[config.mk]
export PLATFORM = sky130hd
export DESIGN_NAME = wb_slave_mux_flat
export DESIGN_NICKNAME = d
export VERILOG_FILES = /design/src/rtl/wb_slave_mux_pkg.sv /design/src/rtl/wb_slave_mux_if.sv /design/src/rtl/wb_addr_decode.sv /design/src/rtl/wb_slave_mux.sv /design/src/flat_wrapper.sv
export SDC_FILE = /design/constraint.sdc
export NUM_CORES = 1
export LEC_CHECK = 0
export ABC_AREA = 0
export CAP_MARGIN = 15
export CORE_AREA = 2 2 127 129
export DETAILED_ROUTE_END_ITERATION = 7
export DIE_AREA = 0 0 129 131
export PLACE_DENSITY = 0.8
export SETUP_SLACK_MARGIN = 0.05
export SYNTH_ARGS = -nofsm -noshare
export SYNTH_HDL_FRONTEND = slang
export SYNTH_SLANG_ARGS = --single-unit
[constraint.sdc]
create_clock -name i_clk -period 3 [get_ports i_clk]
set_input_delay 0.75 -clock i_clk [delete_from_list [all_inputs] [get_ports i_clk]]
set_output_delay 0.75 -clock i_clk [all_outputs]
set_load 0.02 [all_outputs]
[src/rtl/wb_slave_mux_pkg.sv]
// Shared constants and helpers for the Wishbone single-master slave mux.
package wb_slave_mux_pkg;

    localparam logic [1:0] ST_IDLE = 2'd0;
    localparam logic [1:0] ST_REQ  = 2'd1;
    localparam logic [1:0] ST_WAIT = 2'd2;
    localparam logic [1:0] ST_RESP = 2'd3;

    localparam logic [31:0] ERR_DATA_DEFAULT = 32'hDEADBEEF;

    // Slave index width; a single slave still needs a 1-bit index.
    function automatic int idx_width(input int n);
        return (n <= 1) ? 1 : $clog2(n);
    endfunction

    function automatic logic [7:0] sat_inc8(input logic [7:0] v);
        return (v == 8'hFF) ? v : v + 8'd1;
    endfunction

endpackage

[src/rtl/wb_slave_mux_if.sv]
// Bus bundle joining the Wishbone master, the slave mux and its N slaves.
interface wb_slave_mux_if #(
    parameter int N_SLAVES = 4,
    parameter int AW       = 32,
    parameter int DW       = 32
);
    // A request is taken when cyc & stb are high and stall is low; ack or err
    // then marks completion for exactly one cycle while cyc is still held.
    logic                   i_wb_cyc;
    logic                   i_wb_stb;
    logic                   i_wb_we;
    logic [AW-1:0]          i_wb_addr;
    logic [DW-1:0]          i_wb_data;
    logic [DW/8-1:0]        i_wb_sel;
    logic                   o_wb_stall;
    logic                   o_wb_ack;
    logic                   o_wb_err;
    logic [DW-1:0]          o_wb_data;
    logic [N_SLAVES-1:0]    o_s_cyc;
    logic [N_SLAVES-1:0]    o_s_stb;
    logic                   o_s_we;
    logic [AW-1:0]          o_s_addr;
    logic [DW-1:0]          o_s_data;
    logic [DW/8-1:0]        o_s_sel;
    logic [N_SLAVES-1:0]    i_s_stall;
    logic [N_SLAVES-1:0]    i_s_ack;
    logic [N_SLAVES*DW-1:0] i_s_data;

    modport slave (
        input  i_wb_cyc, i_wb_stb, i_wb_we, i_wb_addr, i_wb_data, i_wb_sel,
        input  i_s_stall, i_s_ack, i_s_data,
        output o_wb_stall, o_wb_ack, o_wb_err, o_wb_data,
        output o_s_cyc, o_s_stb, o_s_we, o_s_addr, o_s_data, o_s_sel
    );

    modport master (
        output i_wb_cyc, i_wb_stb, i_wb_we, i_wb_addr, i_wb_data, i_wb_sel,
        output i_s_stall, i_s_ack, i_s_data,
        input  o_wb_stall, o_wb_ack, o_wb_err, o_wb_data,
        input  o_s_cyc, o_s_stb, o_s_we, o_s_addr, o_s_data, o_s_sel
    );

endinterface

[src/rtl/wb_addr_decode.sv]
// Combinational base/mask address decoder; the lowest matching slave index wins.
module wb_addr_decode #(
    parameter int                       N_SLAVES   = 4,
    parameter int                       AW         = 32,
    parameter int                       IW         = 2,
    parameter logic [N_SLAVES*AW-1:0]   SLAVE_BASE = '0,
    parameter logic [N_SLAVES*AW-1:0]   SLAVE_MASK = '0
) (
    input  logic [AW-1:0] addr,
    output logic          hit,
    output logic [IW-1:0] index,
    output logic [AW-1:0] offset
);

    // Scan from the top so that a lower-indexed match overwrites a higher one.
    always_comb begin
        hit    = 1'b0;
        index  = '0;
        offset = addr;
        for (int i = N_SLAVES - 1; i >= 0; i--) begin
            if ((addr & SLAVE_MASK[i*AW +: AW]) == SLAVE_BASE[i*AW +: AW]) begin
                hit    = 1'b1;
                index  = IW'(i);
                offset = addr & ~SLAVE_MASK[i*AW +: AW];
            end
        end
    end

endmodule

[src/rtl/wb_slave_mux.sv]
// Single-master Wishbone interconnect: decodes, forwards one transaction at a
// time to the selected slave, and returns ack, or err for unmapped/timeout.
module wb_slave_mux
    import wb_slave_mux_pkg::*;
#(
    parameter int                     N_SLAVES   = 4,
    parameter int                     AW         = 32,
    parameter int                     DW         = 32,
    parameter logic [N_SLAVES*AW-1:0] SLAVE_BASE = '0,
    parameter logic [N_SLAVES*AW-1:0] SLAVE_MASK = '0,
    parameter int                     TIMEOUT    = 255,
    parameter logic [DW-1:0]          ERR_DATA   = DW'(ERR_DATA_DEFAULT)
) (
    input  logic              i_clk,
    input  logic              i_rst,
    wb_slave_mux_if.slave     bus,
    output logic [7:0]        o_err_cnt,
    output logic [1:0]        dbg_state
);

    localparam int          IW        = idx_width(N_SLAVES);
    localparam int          SW        = DW / 8;
    localparam logic [31:0] TMO_LIMIT = 32'(TIMEOUT);

    logic [1:0]          state;
    logic [IW-1:0]       idx;
    logic                resp_err;
    logic [DW-1:0]       rdata;
    logic [31:0]         tmo_cnt;
    logic [7:0]          err_cnt;
    logic                we_r;
    logic [AW-1:0]       addr_r;
    logic [DW-1:0]       data_r;
    logic [SW-1:0]       sel_r;

    logic                dec_hit;
    logic [IW-1:0]       dec_idx;
    logic [AW-1:0]       dec_off;
    logic [N_SLAVES-1:0] sel_vec;
    logic                s_stall;
    logic                s_ack;
    logic [DW-1:0]       s_data;
    logic                timed_out;
    logic                busy;

    wb_addr_decode #(
        .N_SLAVES   (N_SLAVES),
        .AW         (AW),
        .IW         (IW),
        .SLAVE_BASE (SLAVE_BASE),
        .SLAVE_MASK (SLAVE_MASK)
    ) u_decode (
        .addr   (bus.i_wb_addr),
        .hit    (dec_hit),
        .index  (dec_idx),
        .offset (dec_off)
    );

    assign sel_vec   = N_SLAVES'(1) << idx;
    assign s_stall   = bus.i_s_stall[idx];
    assign s_ack     = bus.i_s_ack[idx];
    assign s_data    = bus.i_s_data[idx*DW +: DW];
    assign busy      = (state == ST_REQ) || (state == ST_WAIT);
    assign timed_out = (TIMEOUT != 0) && (tmo_cnt == TMO_LIMIT);

    assign bus.o_s_cyc    = busy ? sel_vec : '0;
    assign bus.o_s_stb    = (state == ST_REQ) ? sel_vec : '0;
    assign bus.o_s_we     = we_r;
    assign bus.o_s_addr   = addr_r;
    assign bus.o_s_data   = data_r;
    assign bus.o_s_sel    = sel_r;
    assign bus.o_wb_stall = (state != ST_IDLE);
    assign bus.o_wb_ack   = (state == ST_RESP) && !resp_err;
    assign bus.o_wb_err   = (state == ST_RESP) && resp_err;
    assign bus.o_wb_data  = rdata;
    assign o_err_cnt      = err_cnt;
    assign dbg_state      = state;

    always_ff @(posedge i_clk) begin
        if (i_rst) begin
            state    <= ST_IDLE;
            idx      <= '0;
            resp_err <= 1'b0;
            rdata    <= '0;
            tmo_cnt  <= '0;
            err_cnt  <= '0;
            we_r     <= 1'b0;
            addr_r   <= '0;
            data_r   <= '0;
            sel_r    <= '0;
        end else begin
            case (state)
                ST_IDLE: begin
                    if (bus.i_wb_cyc && bus.i_wb_stb) begin
                        we_r    <= bus.i_wb_we;
                        addr_r  <= dec_off;
                        data_r  <= bus.i_wb_data;
                        sel_r   <= bus.i_wb_sel;
                        idx     <= dec_idx;
                        tmo_cnt <= '0;
                        if (dec_hit) begin
                            state <= ST_REQ;
                        end else begin
                            state    <= ST_RESP;
                            resp_err <= 1'b1;
                            rdata    <= ERR_DATA;
                            err_cnt  <= sat_inc8(err_cnt);
                        end
                    end
                end
                ST_REQ, ST_WAIT: begin
                    // Abort wins over everything: the master no longer wants a reply.
                    if (!bus.i_wb_cyc) begin
                        state <= ST_IDLE;
                    end else if (s_ack && (state == ST_WAIT || !s_stall)) begin
                        state    <= ST_RESP;
                        resp_err <= 1'b0;
                        rdata    <= s_data;
                    end else if (timed_out) begin
                        state    <= ST_RESP;
                        resp_err <= 1'b1;
                        rdata    <= ERR_DATA;
                        err_cnt  <= sat_inc8(err_cnt);
                    end else begin
                        if (state == ST_REQ && !s_stall) begin
                            state <= ST_WAIT;
                        end
                        if (tmo_cnt != TMO_LIMIT) begin
                            tmo_cnt <= tmo_cnt + 32'd1;
                        end
                    end
                end
                ST_RESP: state <= ST_IDLE;
                default: state <= ST_IDLE;
            endcase
        end
    end

endmodule

[src/flat_wrapper.sv]
// flat-port wrapper written by rule: the top's interface ports become plain ports
module wb_slave_mux_flat import wb_slave_mux_pkg::*;
#(
    parameter int                     N_SLAVES   = 4,
    parameter int                     AW         = 32,
    parameter int                     DW         = 32,
    parameter logic [N_SLAVES*AW-1:0] SLAVE_BASE = '0,
    parameter logic [N_SLAVES*AW-1:0] SLAVE_MASK = '0,
    parameter int                     TIMEOUT    = 255,
    parameter logic [DW-1:0]          ERR_DATA   = DW'(ERR_DATA_DEFAULT)
)
  (i_clk, i_rst, o_err_cnt, dbg_state, bus_i_wb_cyc, bus_i_wb_stb, bus_i_wb_we, bus_i_wb_addr, bus_i_wb_data, bus_i_wb_sel, bus_i_s_stall, bus_i_s_ack, bus_i_s_data, bus_o_wb_stall, bus_o_wb_ack, bus_o_wb_err, bus_o_wb_data, bus_o_s_cyc, bus_o_s_stb, bus_o_s_we, bus_o_s_addr, bus_o_s_data, bus_o_s_sel);
  wb_slave_mux_if #(.N_SLAVES(N_SLAVES), .AW(AW), .DW(DW)) bus_i ();
  input  logic i_clk;
  input  logic i_rst;
  output logic [7:0] o_err_cnt;
  output logic [1:0] dbg_state;
  input wire logic [$bits(bus_i.i_wb_cyc)-1:0] bus_i_wb_cyc;
  input wire logic [$bits(bus_i.i_wb_stb)-1:0] bus_i_wb_stb;
  input wire logic [$bits(bus_i.i_wb_we)-1:0] bus_i_wb_we;
  input wire logic [$bits(bus_i.i_wb_addr)-1:0] bus_i_wb_addr;
  input wire logic [$bits(bus_i.i_wb_data)-1:0] bus_i_wb_data;
  input wire logic [$bits(bus_i.i_wb_sel)-1:0] bus_i_wb_sel;
  input wire logic [$bits(bus_i.i_s_stall)-1:0] bus_i_s_stall;
  input wire logic [$bits(bus_i.i_s_ack)-1:0] bus_i_s_ack;
  input wire logic [$bits(bus_i.i_s_data)-1:0] bus_i_s_data;
  output wire logic [$bits(bus_i.o_wb_stall)-1:0] bus_o_wb_stall;
  output wire logic [$bits(bus_i.o_wb_ack)-1:0] bus_o_wb_ack;
  output wire logic [$bits(bus_i.o_wb_err)-1:0] bus_o_wb_err;
  output wire logic [$bits(bus_i.o_wb_data)-1:0] bus_o_wb_data;
  output wire logic [$bits(bus_i.o_s_cyc)-1:0] bus_o_s_cyc;
  output wire logic [$bits(bus_i.o_s_stb)-1:0] bus_o_s_stb;
  output wire logic [$bits(bus_i.o_s_we)-1:0] bus_o_s_we;
  output wire logic [$bits(bus_i.o_s_addr)-1:0] bus_o_s_addr;
  output wire logic [$bits(bus_i.o_s_data)-1:0] bus_o_s_data;
  output wire logic [$bits(bus_i.o_s_sel)-1:0] bus_o_s_sel;
  assign bus_i.i_wb_cyc = bus_i_wb_cyc;
  assign bus_i.i_wb_stb = bus_i_wb_stb;
  assign bus_i.i_wb_we = bus_i_wb_we;
  assign bus_i.i_wb_addr = bus_i_wb_addr;
  assign bus_i.i_wb_data = bus_i_wb_data;
  assign bus_i.i_wb_sel = bus_i_wb_sel;
  assign bus_i.i_s_stall = bus_i_s_stall;
  assign bus_i.i_s_ack = bus_i_s_ack;
  assign bus_i.i_s_data = bus_i_s_data;
  assign bus_o_wb_stall = bus_i.o_wb_stall;
  assign bus_o_wb_ack = bus_i.o_wb_ack;
  assign bus_o_wb_err = bus_i.o_wb_err;
  assign bus_o_wb_data = bus_i.o_wb_data;
  assign bus_o_s_cyc = bus_i.o_s_cyc;
  assign bus_o_s_stb = bus_i.o_s_stb;
  assign bus_o_s_we = bus_i.o_s_we;
  assign bus_o_s_addr = bus_i.o_s_addr;
  assign bus_o_s_data = bus_i.o_s_data;
  assign bus_o_s_sel = bus_i.o_s_sel;
  wb_slave_mux #(.N_SLAVES(N_SLAVES), .AW(AW), .DW(DW), .SLAVE_BASE(SLAVE_BASE), .SLAVE_MASK(SLAVE_MASK), .TIMEOUT(TIMEOUT), .ERR_DATA(ERR_DATA)) u_core (.i_clk(i_clk), .i_rst(i_rst), .bus(bus_i), .o_err_cnt(o_err_cnt), .dbg_state(dbg_state));
endmodule
==> impl_metrics.csv, run 1 <==
group,metric,value,unit
pwr,worst_ir_drop_vdd,0.4385,mV
setup_path,reg2regPathDepth,7,
synth,synthesis.area_per_instance,7.944,um^2
detailed_routing,drc,0,
worst_hold_path,hold-path-cell-count,2,
global_routing,groute.usage.overall,19.42,%
detailed_routing,dr_total_vias,5981,
detailed_routing,route.detailed.wl_per_inst,14.49,um
synth,synthArstFlopShare,0,%
detailed_routing,total_wire_length,17190,um
global_routing,grt_antenna_before_repair,0,
clocking,clk-insertion-delay-late,0.42,ns
die,initial_core_util,37.94,%
final_layout,layout_commonest_cell,"sky130_fd_sc_hd__clkdlybuf4s50_1",
sta,rsz0062_at_grt,"no",
final_layout,postLayoutCellArea,9009,um^2
synth,synth_cell_type_count,50,
place,placedInstanceArea,8398,um^2
place,preCtsSetupSlack,0.1522,ns
sta,setup_tns,0,ns
detailed_routing,detail_route.vias_per_cell,5.043,
clocking,htreeDepth,4,
final_layout,final-instance-count-excl-fill,1186,
sta,period_minus_slack,2.766,ns
die,standard_cell_rows,46,
sta,max_clock_freq,0.3615,GHz
global_routing,grt_max_degree,66,
sta,worst_pin_slew,0.7568,ns
global_routing,grt_pass1_vias,5328,
clocking,tritoncts_num_sinks,144,
pwr,power.static_leakage,3.233,nW
final_layout,final_util,57.76,%
clocking,number_of_resized_instances_in_the_post_cts_repair_step,0,
setup_path,worstPathArrival,2.02,ns
sta,layout_worst_path_cycle_share,92.21,%
die,die-area,16900,um^2
die,boundaryPins,331,
setup_path,cp_max_fo,5,
synth,synth-main-ff-cell,"sky130_fd_sc_hd__dfxtp_1",
clocking,longest_clk_path_bufs,2,
synth,edff_count_synth,0,
worst_hold_path,min-delay-path-class,"reg2reg",
global_routing,grt_pass1_wl,26150,um
synth,synth_instances,745,
synth,synthesis.area,5918,um^2
pwr,power_density,612.9,nW/um^2
final_layout,layout.nets,1173,
final_layout,most-common-layout-cells,"221 x sky130_fd_sc_hd__clkdlybuf4s50_1, 162 x sky130_fd_sc_hd__nand2_1, 144 x sky130_fd_sc_hd__dfxtp_1",
clocking,tritoncts,"yes",
setup_path,worst_setup_path_class,"reg2out",
sta,maxSlewHeadroom,49.54,%
sta,finClkSkew,0.02045,ns
die,dieHeight,131,um
status,outcome,"completed",
flow_run,drv.max_cap_violation_count,0,
setup_path,critPathRequiredTime,2.25,ns
global_routing,grt_overflow,0,
sta,setup_slack,0.2337,ns
final_layout,syn2layout_area_growth,52.22,%
place,post-place-cells,1155,
setup_path,end_kind,"output port",
die,placeable_area,15600,um^2
detailed_routing,drt.antenna.violating_nets,0,
clocking,numCtsBuffers,17,
sta,final-hold-violation-count,0,
place,detailedPlacementHpwl,11980,um
place,gp_congestion,0.8562,
detailed_routing,drt-pass1-iter-count,4,
detailed_routing,drtIter0Drc,340,
final_layout,antenna_cells,0,
clocking,setup_fix_buffers_added_after_clock_tree_synthesis,0,
synth,synth.ff_latch_count,144,
final_layout,drive_above_1_share,6.598,%
sta,setup_viol,0,
clocking,cts_root_buffer,"sky130_fd_sc_hd__clkbuf_16",
sta,drv_slew,0,
die,dieWidth,129,um
synth,synth-seq-area-share,48.71,%
clocking,cts.reportedPaths.clkPinSlew,0.06,ns
setup_path,kind_of_start_point_of_the_critical_path,"register",
synth,synthesis.yosys.warnings,0,
clocking,cts_hold_buf,0,
place,numPortBuffers,222,
## worst max-delay path: stages, from the launching register on
cell and delay [ns]:
sky130_fd_sc_hd__dfxtp_1 0.44, sky130_fd_sc_hd__inv_1 0.10, sky130_fd_sc_hd__ha_1 0.26, sky130_fd_sc_hd__inv_1 0.16, sky130_fd_sc_hd__clkdlybuf4s50_1 0.64
## power breakdown
part           switching, mW  leakage, nW  total, mW  internal (mW)
Clock                  0.831        0.299       2.19           1.36
Sequential            0.0570         1.17       2.08           2.02
Combinational          0.707         1.77       1.25          0.548
## cell usage after synthesis, types with 2 or more instances
cell type / count / area (um^2)
sky130_fd_sc_hd__nor4_1: 6 / 37.54
sky130_fd_sc_hd__and4_1: 5 / 43.79
sky130_fd_sc_hd__dfxtp_1: 144 / 2883
sky130_fd_sc_hd__a31oi_1: 9 / 56.30
sky130_fd_sc_hd__clkbuf_1: 36 / 135.1
sky130_fd_sc_hd__and3_1: 5 / 31.28
sky130_fd_sc_hd__o21a_1: 2 / 15.01
sky130_fd_sc_hd__a22oi_1: 8 / 60.06
sky130_fd_sc_hd__and2_1: 4 / 25.02
sky130_fd_sc_hd__or4_1: 6 / 45.04
sky130_fd_sc_hd__inv_1: 6 / 22.52
sky130_fd_sc_hd__xor2_1: 7 / 61.31
sky130_fd_sc_hd__o21ai_0: 19 / 95.09
sky130_fd_sc_hd__o211a_1: 2 / 20.02
sky130_fd_sc_hd__or3_1: 5 / 31.28
sky130_fd_sc_hd__nand2b_1: 8 / 50.05
sky130_fd_sc_hd__a311oi_1: 9 / 78.83
sky130_fd_sc_hd__nand4_1: 11 / 68.82
sky130_fd_sc_hd__nor3_1: 34 / 170.2
sky130_fd_sc_hd__o21ai_1: 2 / 10.01
sky130_fd_sc_hd__buf_1: 3 / 11.26
sky130_fd_sc_hd__o31ai_1: 5 / 37.54
sky130_fd_sc_hd__nand2_1: 162 / 608.1
sky130_fd_sc_hd__a21oi_1: 99 / 495.5
sky130_fd_sc_hd__nor2_1: 79 / 296.5
sky130_fd_sc_hd__buf_2: 9 / 45.04
sky130_fd_sc_hd__a211oi_1: 4 / 30.03
sky130_fd_sc_hd__a41oi_1: 2 / 17.52
sky130_fd_sc_hd__nand3_1: 22 / 110.1
sky130_fd_sc_hd__ha_1: 6 / 75.07
sky130_fd_sc_hd__buf_4: 7 / 52.55
## worst paths after layout
| kind | start | end | slack [ns] |
|---|---|---|---|
| setup / recovery | u_core.dbg_state[1]$_SDFFE_PP0P_ | bus_o_wb_stall | 0.23 |
| hold / removal | u_core.bus.o_s_addr[12]$_SDFFE_PP0P_ | u_core.bus.o_s_addr[12]$_SDFFE_PP0P_ | 0.45 |
| hold reg to reg | u_core.bus.o_s_addr[12]$_SDFFE_PP0P_ | u_core.bus.o_s_addr[12]$_SDFFE_PP0P_ | 0.45 |
| setup reg to reg | u_core.tmo_cnt[0]$_SDFFE_PP0P_ | u_core.bus.o_wb_data[1]$_SDFFE_PP0P_ | 0.54 |
## kinds of logic after synthesis
family                     share of synthesized area [%]
AOI/OAI and AO/OA                                  16.49
adders and majority gates                          1.268
and+or+nand+nor                                    27.76
other                                            0.06336
DFF                                                48.71
muxes                                             0.1691
buffers and inverters                              4.503
xor gates and xnor gates                           1.036
## per-stage QoR
stage | power (mW) | hold WS (ns)
finish | 5.521 | 0.4504
global route | 5.742 | 0.4685
CTS | 5.567 | 0.4539
detailed placement | 3.367 | 0.4453
global placement | 3.351 | 0.4410
floorplan | 2.761 | 0.4572
## final cells by class
| cell class | count | area [um^2] |
|---|---|---|
| fill | 1390 | 6589 |
| clock buffer | 20 | 456.7 |
| timing repair buffer | 244 | 2422 |
| multi-input combinational | 545 | 2800 |
| inverter | 6 | 22.52 |
| clock inverter | 11 | 153.9 |
| tap | 216 | 270.3 |
| sequential | 144 | 2883 |
## registers in the layout, summed over array words and instances (netlist names)
register	flops
u_core.bus.o_s_we	1
u_core.bus.o_s_sel	4
u_core.tmo_cnt	32
u_core.dbg_state	2
u_core.o_err_cnt	8
u_core.bus.o_s_addr	32
u_core.resp_err	1
u_core.bus.o_wb_data	32
u_core.bus.o_s_data	32
## layer usage
metal	vias up	track usage (%)	part of all wire (%)
met1	2761	23.19	41
met2	215	31.59	48
met5	-	0	0
met3	18	8.062	8.9
li1	2987	-	-
met4	0	6.905	1.4
No activity file was read; power rests on OpenSTA's default activity.
==> run 2, diff against run 1 <==
SLEW_MARGIN = 20   (was unset)
==> results of run 2 <==
No change in the layout: final DEF, timing and power equal those of run 1.
